### config.mk
export PLATFORM = sky130hd
export DESIGN_NAME = csr_file
export DESIGN_NICKNAME = d
export VERILOG_FILES = /design/src/rtl/csr_file.sv
export SDC_FILE = /design/constraint.sdc
export NUM_CORES = 1
export LEC_CHECK = 0
export ABC_AREA = 1
export ABC_CLOCK_PERIOD_IN_PS = 2600
export CORE_UTILIZATION = 60
export CTS_CLUSTER_DIAMETER = 150
export CTS_CLUSTER_SIZE = 8
export DETAILED_ROUTE_END_ITERATION = 12
export PLACE_DENSITY = 0.95
export SYNTH_ARGS = -nofsm -noshare
export SYNTH_HDL_FRONTEND = slang
export SYNTH_SLANG_ARGS = --single-unit
### constraint.sdc
create_clock -name clk -period 2.6 [get_ports clk]
set_input_delay 0.52 -clock clk [delete_from_list [all_inputs] [get_ports clk]]
set_output_delay 0.52 -clock clk [all_outputs]
set_load 0.02 [all_outputs]
### src/rtl/csr_file.sv
// Machine-mode CSR storage and trap control.
// Holds mstatus/mie/mip/mepc and the 64-bit cycle/instret counters, supplies the
// current CSR value to the CSR ALU, commits its masked result, and sequences
// interrupt entry and mret return for the fetch stage.
module csr_file #(
    parameter logic [31:0] MTVEC_BASE = 32'h0001_0000
) (
    input  logic        clk,
    input  logic        rst_n,
    input  logic [11:0] csr_addr,
    output logic [31:0] csr_rdata,
    input  logic        csr_we,
    input  logic [31:0] csr_wdata,
    input  logic        stall,
    input  logic        retire,
    input  logic        irq_ext,
    input  logic        irq_timer,
    input  logic [31:0] trap_pc,
    input  logic        mret,
    input  logic        wfi,
    output logic        trap_taken,
    output logic [31:0] redirect_pc,
    output logic        wfi_stall
);

    localparam logic [11:0] AddrMstatus   = 12'h300;
    localparam logic [11:0] AddrMie       = 12'h304;
    localparam logic [11:0] AddrMtvec     = 12'h305;
    localparam logic [11:0] AddrMepc      = 12'h341;
    localparam logic [11:0] AddrMip       = 12'h344;
    localparam logic [11:0] AddrMcycle    = 12'hC00;
    localparam logic [11:0] AddrMcycleh   = 12'hC80;
    localparam logic [11:0] AddrMinstret  = 12'hC02;
    localparam logic [11:0] AddrMinstreth = 12'hC82;

    // mstatus fields
    logic        mstatus_mie_q,  mstatus_mie_d;
    logic        mstatus_mpie_q, mstatus_mpie_d;
    logic [1:0]  mstatus_mpp_q,  mstatus_mpp_d;
    // mie fields
    logic        mie_mtie_q, mie_mtie_d;
    logic        mie_meie_q, mie_meie_d;
    // mip fields (registered copies of the interrupt lines)
    logic        mip_mtip_q, mip_mtip_d;
    logic        mip_meip_q, mip_meip_d;

    logic [31:0] mepc_q,     mepc_d;
    logic [63:0] mcycle_q,   mcycle_d;
    logic [63:0] minstret_q, minstret_d;

    logic        irq_pend;
    logic        mret_commit;
    logic        write_commit;
    logic [31:0] mstatus_val;
    logic [31:0] mie_val;
    logic [31:0] mip_val;

    // Interrupt decision, redirect target and wfi hold.
    always_comb begin
        irq_pend     = (mie_meie_q & mip_meip_q) | (mie_mtie_q & mip_mtip_q);
        trap_taken   = mstatus_mie_q & irq_pend & ~stall;
        // Lower-priority actions are dropped: their instruction is flushed.
        mret_commit  = mret & ~stall & ~trap_taken;
        write_commit = csr_we & ~stall & ~trap_taken & ~mret_commit;
        redirect_pc  = trap_taken ? MTVEC_BASE : mepc_q;
        // Ignores mstatus.MIE so an enabled-but-globally-masked interrupt still wakes.
        wfi_stall    = wfi & ~irq_pend;
    end

    // Assemble architectural register views; unimplemented bits read 0.
    always_comb begin
        mstatus_val        = 32'h0;
        mstatus_val[3]     = mstatus_mie_q;
        mstatus_val[7]     = mstatus_mpie_q;
        mstatus_val[12:11] = mstatus_mpp_q;

        mie_val            = 32'h0;
        mie_val[7]         = mie_mtie_q;
        mie_val[11]        = mie_meie_q;

        mip_val            = 32'h0;
        mip_val[7]         = mip_mtip_q;
        mip_val[11]        = mip_meip_q;
    end

    // Combinational read mux feeding the CSR ALU src1 operand.
    always_comb begin
        case (csr_addr)
            AddrMstatus:   csr_rdata = mstatus_val;
            AddrMie:       csr_rdata = mie_val;
            AddrMtvec:     csr_rdata = MTVEC_BASE;
            AddrMepc:      csr_rdata = mepc_q;
            AddrMip:       csr_rdata = mip_val;
            AddrMcycle:    csr_rdata = mcycle_q[31:0];
            AddrMcycleh:   csr_rdata = mcycle_q[63:32];
            AddrMinstret:  csr_rdata = minstret_q[31:0];
            AddrMinstreth: csr_rdata = minstret_q[63:32];
            default:       csr_rdata = 32'h0;
        endcase
    end

    // Next-state: trap entry, then mret, then software write; counters and mip always.
    always_comb begin
        mstatus_mie_d  = mstatus_mie_q;
        mstatus_mpie_d = mstatus_mpie_q;
        mstatus_mpp_d  = mstatus_mpp_q;
        mie_mtie_d     = mie_mtie_q;
        mie_meie_d     = mie_meie_q;
        mepc_d         = mepc_q;

        if (trap_taken) begin
            mepc_d         = trap_pc;
            mstatus_mpie_d = mstatus_mie_q;
            mstatus_mie_d  = 1'b0;
            mstatus_mpp_d  = 2'b11;
        end else if (mret_commit) begin
            mstatus_mie_d  = mstatus_mpie_q;
            mstatus_mpie_d = 1'b1;
            mstatus_mpp_d  = 2'b11;
        end else if (write_commit) begin
            case (csr_addr)
                AddrMstatus: begin
                    mstatus_mie_d  = csr_wdata[3];
                    mstatus_mpie_d = csr_wdata[7];
                    mstatus_mpp_d  = csr_wdata[12:11];
                end
                AddrMie: begin
                    mie_mtie_d = csr_wdata[7];
                    mie_meie_d = csr_wdata[11];
                end
                AddrMepc: mepc_d = csr_wdata;
                default: ;
            endcase
        end

        // Sampled regardless of stall: one cycle of registration on the irq lines.
        mip_meip_d = irq_ext;
        mip_mtip_d = irq_timer;

        mcycle_d   = mcycle_q + 64'd1;
        minstret_d = (retire && !stall) ? minstret_q + 64'd1 : minstret_q;
    end

    // State register with asynchronous active-low reset.
    always_ff @(posedge clk or negedge rst_n) begin
        if (!rst_n) begin
            mstatus_mie_q  <= 1'b0;
            mstatus_mpie_q <= 1'b0;
            mstatus_mpp_q  <= 2'b00;
            mie_mtie_q     <= 1'b0;
            mie_meie_q     <= 1'b0;
            mip_mtip_q     <= 1'b0;
            mip_meip_q     <= 1'b0;
            mepc_q         <= 32'h0;
            mcycle_q       <= 64'h0;
            minstret_q     <= 64'h0;
        end else begin
            mstatus_mie_q  <= mstatus_mie_d;
            mstatus_mpie_q <= mstatus_mpie_d;
            mstatus_mpp_q  <= mstatus_mpp_d;
            mie_mtie_q     <= mie_mtie_d;
            mie_meie_q     <= mie_meie_d;
            mip_mtip_q     <= mip_mtip_d;
            mip_meip_q     <= mip_meip_d;
            mepc_q         <= mepc_d;
            mcycle_q       <= mcycle_d;
            minstret_q     <= minstret_d;
        end
    end

endmodule

==> impl_metrics.yaml <==
outcome:
  violations: "setup timing"
  outcome: "finished with violations"
routing:
  firstDrtPassIters: 7
  drt-total-wl_um: 42000
  drt_iter0_markers: 1734
  vias_per_cell: 5.78
  drc: 0
  drtAntennaViolNets: 0
  routedWlPerCell_um: 19.5
  vias: 12400
place:
  hpwlAfterDp_um: 31500
  place_ws_ps: -748
  portBuffers: 150
  placed_area_mm2: 0.0132
  place_congestion: 1.09
  dpl.cell_count: 2104
final_layout:
  fin_nets: 1996
  synthToLayoutAreaGrowth_pct: 27.8
  fin_area_mm2: 0.0141
  drive_gt1_share_pct: 11.8
  diodes: 0
  fin_cells: 2151
yosys:
  synth_area_mm2: 0.0110
  syn-num-nets: 1785
  ys_types: 33
  syn_avg_cell_area_um2: 6.50
  synth.area.top_cells: "dfrtp_1 38%, nand2_1 21%, nor2_1 9.6%, inv_1 8.0%, xor2_1 6.4%"
  netlist_instances: 1698
  post-synth-top-count-cell: "nand2_1"
  synth_edf_count: 0
  yosysWarnings: 0
  synth_seq_cells: 168
  synth_top_area_share_pct: 38.1
  synth_top_cell_by_area: "dfrtp_1"
  yosysSeqAreaShare_pct: 38.1
  synth-async-reset-ratio_pct: 100
  ys.flop_type: "dfrtp_1"
  synthTopCellsByCount: "610 x nand2_1, 283 x nor2_1, 235 x inv_1"
global_route:
  grt_pass1_vias: 11700
  grt_usage_pct: 45.1
  antenna_found_initial: 0
  grt_max_degree: 87
  grt_remaining_overflow: 0
  grt_pass1_wl_um: 62300
power_and_ir_drop:
  ir_drop_v: 0.000574
  power.net_switching_w: 0.00149
  power.total_w: 0.00589
  leakage_nw: 6.66
  p_sw_share_pct: 25.3
  combPwrFrac_pct: 7.1
  pwr-share-clk_pct: 46.4
  internal_power_w: 0.00440
  p_seq_share_pct: 46.5
  p_per_area_mw_per_mm2: 417
worst_setup_path:
  reg2reg_from: "mcycle_q[30]$_DFF_PN0_"
  critPathArrivalTime_ps: 2150
  start_kind: "input pin"
  rrSetupSlack_ps: 470
  critPathMostFrequentCell: "nand2_1"
  worstPathCellList: "clkdlybuf4s15_1 -> buf_4 -> nand3_2 -> nor2_2 -> and2_4 -> clkbuf_16 -> nand2_1 -> nand2_1 -> nor2_1 -> nand2_1 -> buf_4"
  cp.required_ps: 2080
  worstSetupStartpoint: "csr_addr[0]"
  critPathMaxStageDelay_ps: 260
  critPathMaxFanout: 7
  slowest_stage: "nor2_1"
  critPathTopFamily: "simple AND/OR/NAND/NOR gates"
  timing.critical_path.buf_inv: 4
  worstSetupEndpointType: "output port"
  criticalPathCategory: "input pin to output port"
die:
  die_area_mm2: 0.0189
  die_y_um: 138
  ios: 151
  start_util_pct: 61.4
  die_w_um: 138
  rows: 49
  core_area_mm2: 0.0180
timing:
  finalSetupViolations: 2
  fmax_ghz: 0.375
  layout_setup_ws_ps: -69.7
  tightest_slew_ps: 688
  final_max_slew_viol_count: 0
  setup_tns_ps: -96.6
  hold_viol: 0
  finalClockSkew_ps: 12.0
  slew_headroom_pct: 53.8
  min_period_ps: 2670
  fin_crit_sh_pct: 103
hold_path:
  min_path_type: "flip-flop to flip-flop"
  worstHoldStart: "minstret_q[62]$_DFFE_PN0P_"
clock_tree:
  numCtsBuffers: 17
  clock_latency_ps: 450
  clkTransAtPathRegs_ps: 70
  cts_tree: "done"
  cts_sinks: 168
  cts.path.max_buffers: 2
  clockRootBuffer: "clkbuf_16"
  htree_levels: 4
flow_run:
  maxCapViolations: 0
[cells in the final DEF (no fill, tap or decap), drive strengths merged]
cell           Yosys  final
nand2            617    617
nor2             304    304
inv              240    245
dfrtp            168    168
buf               25    101
nand3             84     84
xor2              80     80
clkdlybuf4s50      0     72
o21ai             65     65
nor3              39     39
dlygate4sd2        0     37
nand4             36     36
clkbuf             4     21
xnor2             13     13
o22ai             11     11
clkinv             1      6
clkdlybuf4s15      0      5
bufinv             0      3
nand3b             2      2
a21oi              2      2
ha                 2      2
clkinvlp           0      2
and2               2      2
nor2b              1      1
o21bai             1      1
o211ai             1      1
dlygate4sd3        0      1
dlymetal6s2s       0      1
[routing by layer]
metal	track usage, %	routed length (µm)	share of wire, %
met5	0	0	0
met4	26.9	2850	6.8
met3	13.6	5700	14
met2	69.6	18500	44
met1	55.4	15000	36
[worst paths after layout]
kind,end,cells after the start
max,csr_rdata[23],11
max reg2reg,mcycle_q[57]$_DFF_PN0_,7
max in group asynchronous,mepc_q[23]$_DFFE_PN0P_,3
min in group asynchronous,mcycle_q[2]$_DFF_PN0_,2
min,minstret_q[62]$_DFFE_PN0P_,2
min reg2reg,minstret_q[62]$_DFFE_PN0P_,2
[per-stage QoR]
stage	util (%)	hold slack (ps)
after floorplan	-	224
after global placement	73.3	437
after detailed placement	73.3	441
after CTS	77.6	494
after global routing	78.5	521
final	78.5	501
[kinds of logic (layout without fill, tap and decap cells)]
group,Yosys count,after routing,share of synthesized area (%)
flops,168,168,38.1
fa+ha+maj,2,2,0.227
xor+xnor,93,93,7.38
buf+inv,270,494,9.81
simple gates,1085,1085,40.7
compound gates,80,80,3.80
[state kept, by name, summed over array words and instances (netlist names), 2 cells and up]
name / count
mepc_q: 32
mstatus_mpp_q: 2
mcycle_q: 64
minstret_q: 64
[worst reg2reg max path: stages, from the launching register on]
cell,delay [ps]
dfrtp_1,380
inv_1,120
nor3_1,610
nand2_1,150
nor2_1,310
nand2_1,160
o21ai_0,230
nand2_1,70
[repair_timing]
item / 4_1_cts / 5_1_grt
cloned: 4 / 1
setup buffers: 6 / 4
pin swaps: 21 / 27
hold buffers: 1 / 0
resized for setup: 227 / 66
endpoints found under the hold margin: 32 / 0
endpoints found under the setup margin: 64 / 33
[power groups by stage]
stage                     sequential, W  combinational, W  clock, W
after floorplan                 0.00276          0.000157         0
after global placement          0.00278          0.000398         0
after detailed placement        0.00278          0.000408         0
after CTS                       0.00273          0.000406   0.00270
after global routing            0.00274          0.000460   0.00283
final                           0.00274          0.000416   0.00273
[area by class of cell]
class	instances	area, µm²
clock buffers	17	425
clock inverters	15	191
fillers	1290	3860
inverters	241	912
multi-input cells	1260	5920
flip-flops and latches	168	4200
well taps	229	287
repair buffers	221	2160
(Power assumes the default switching activity.)
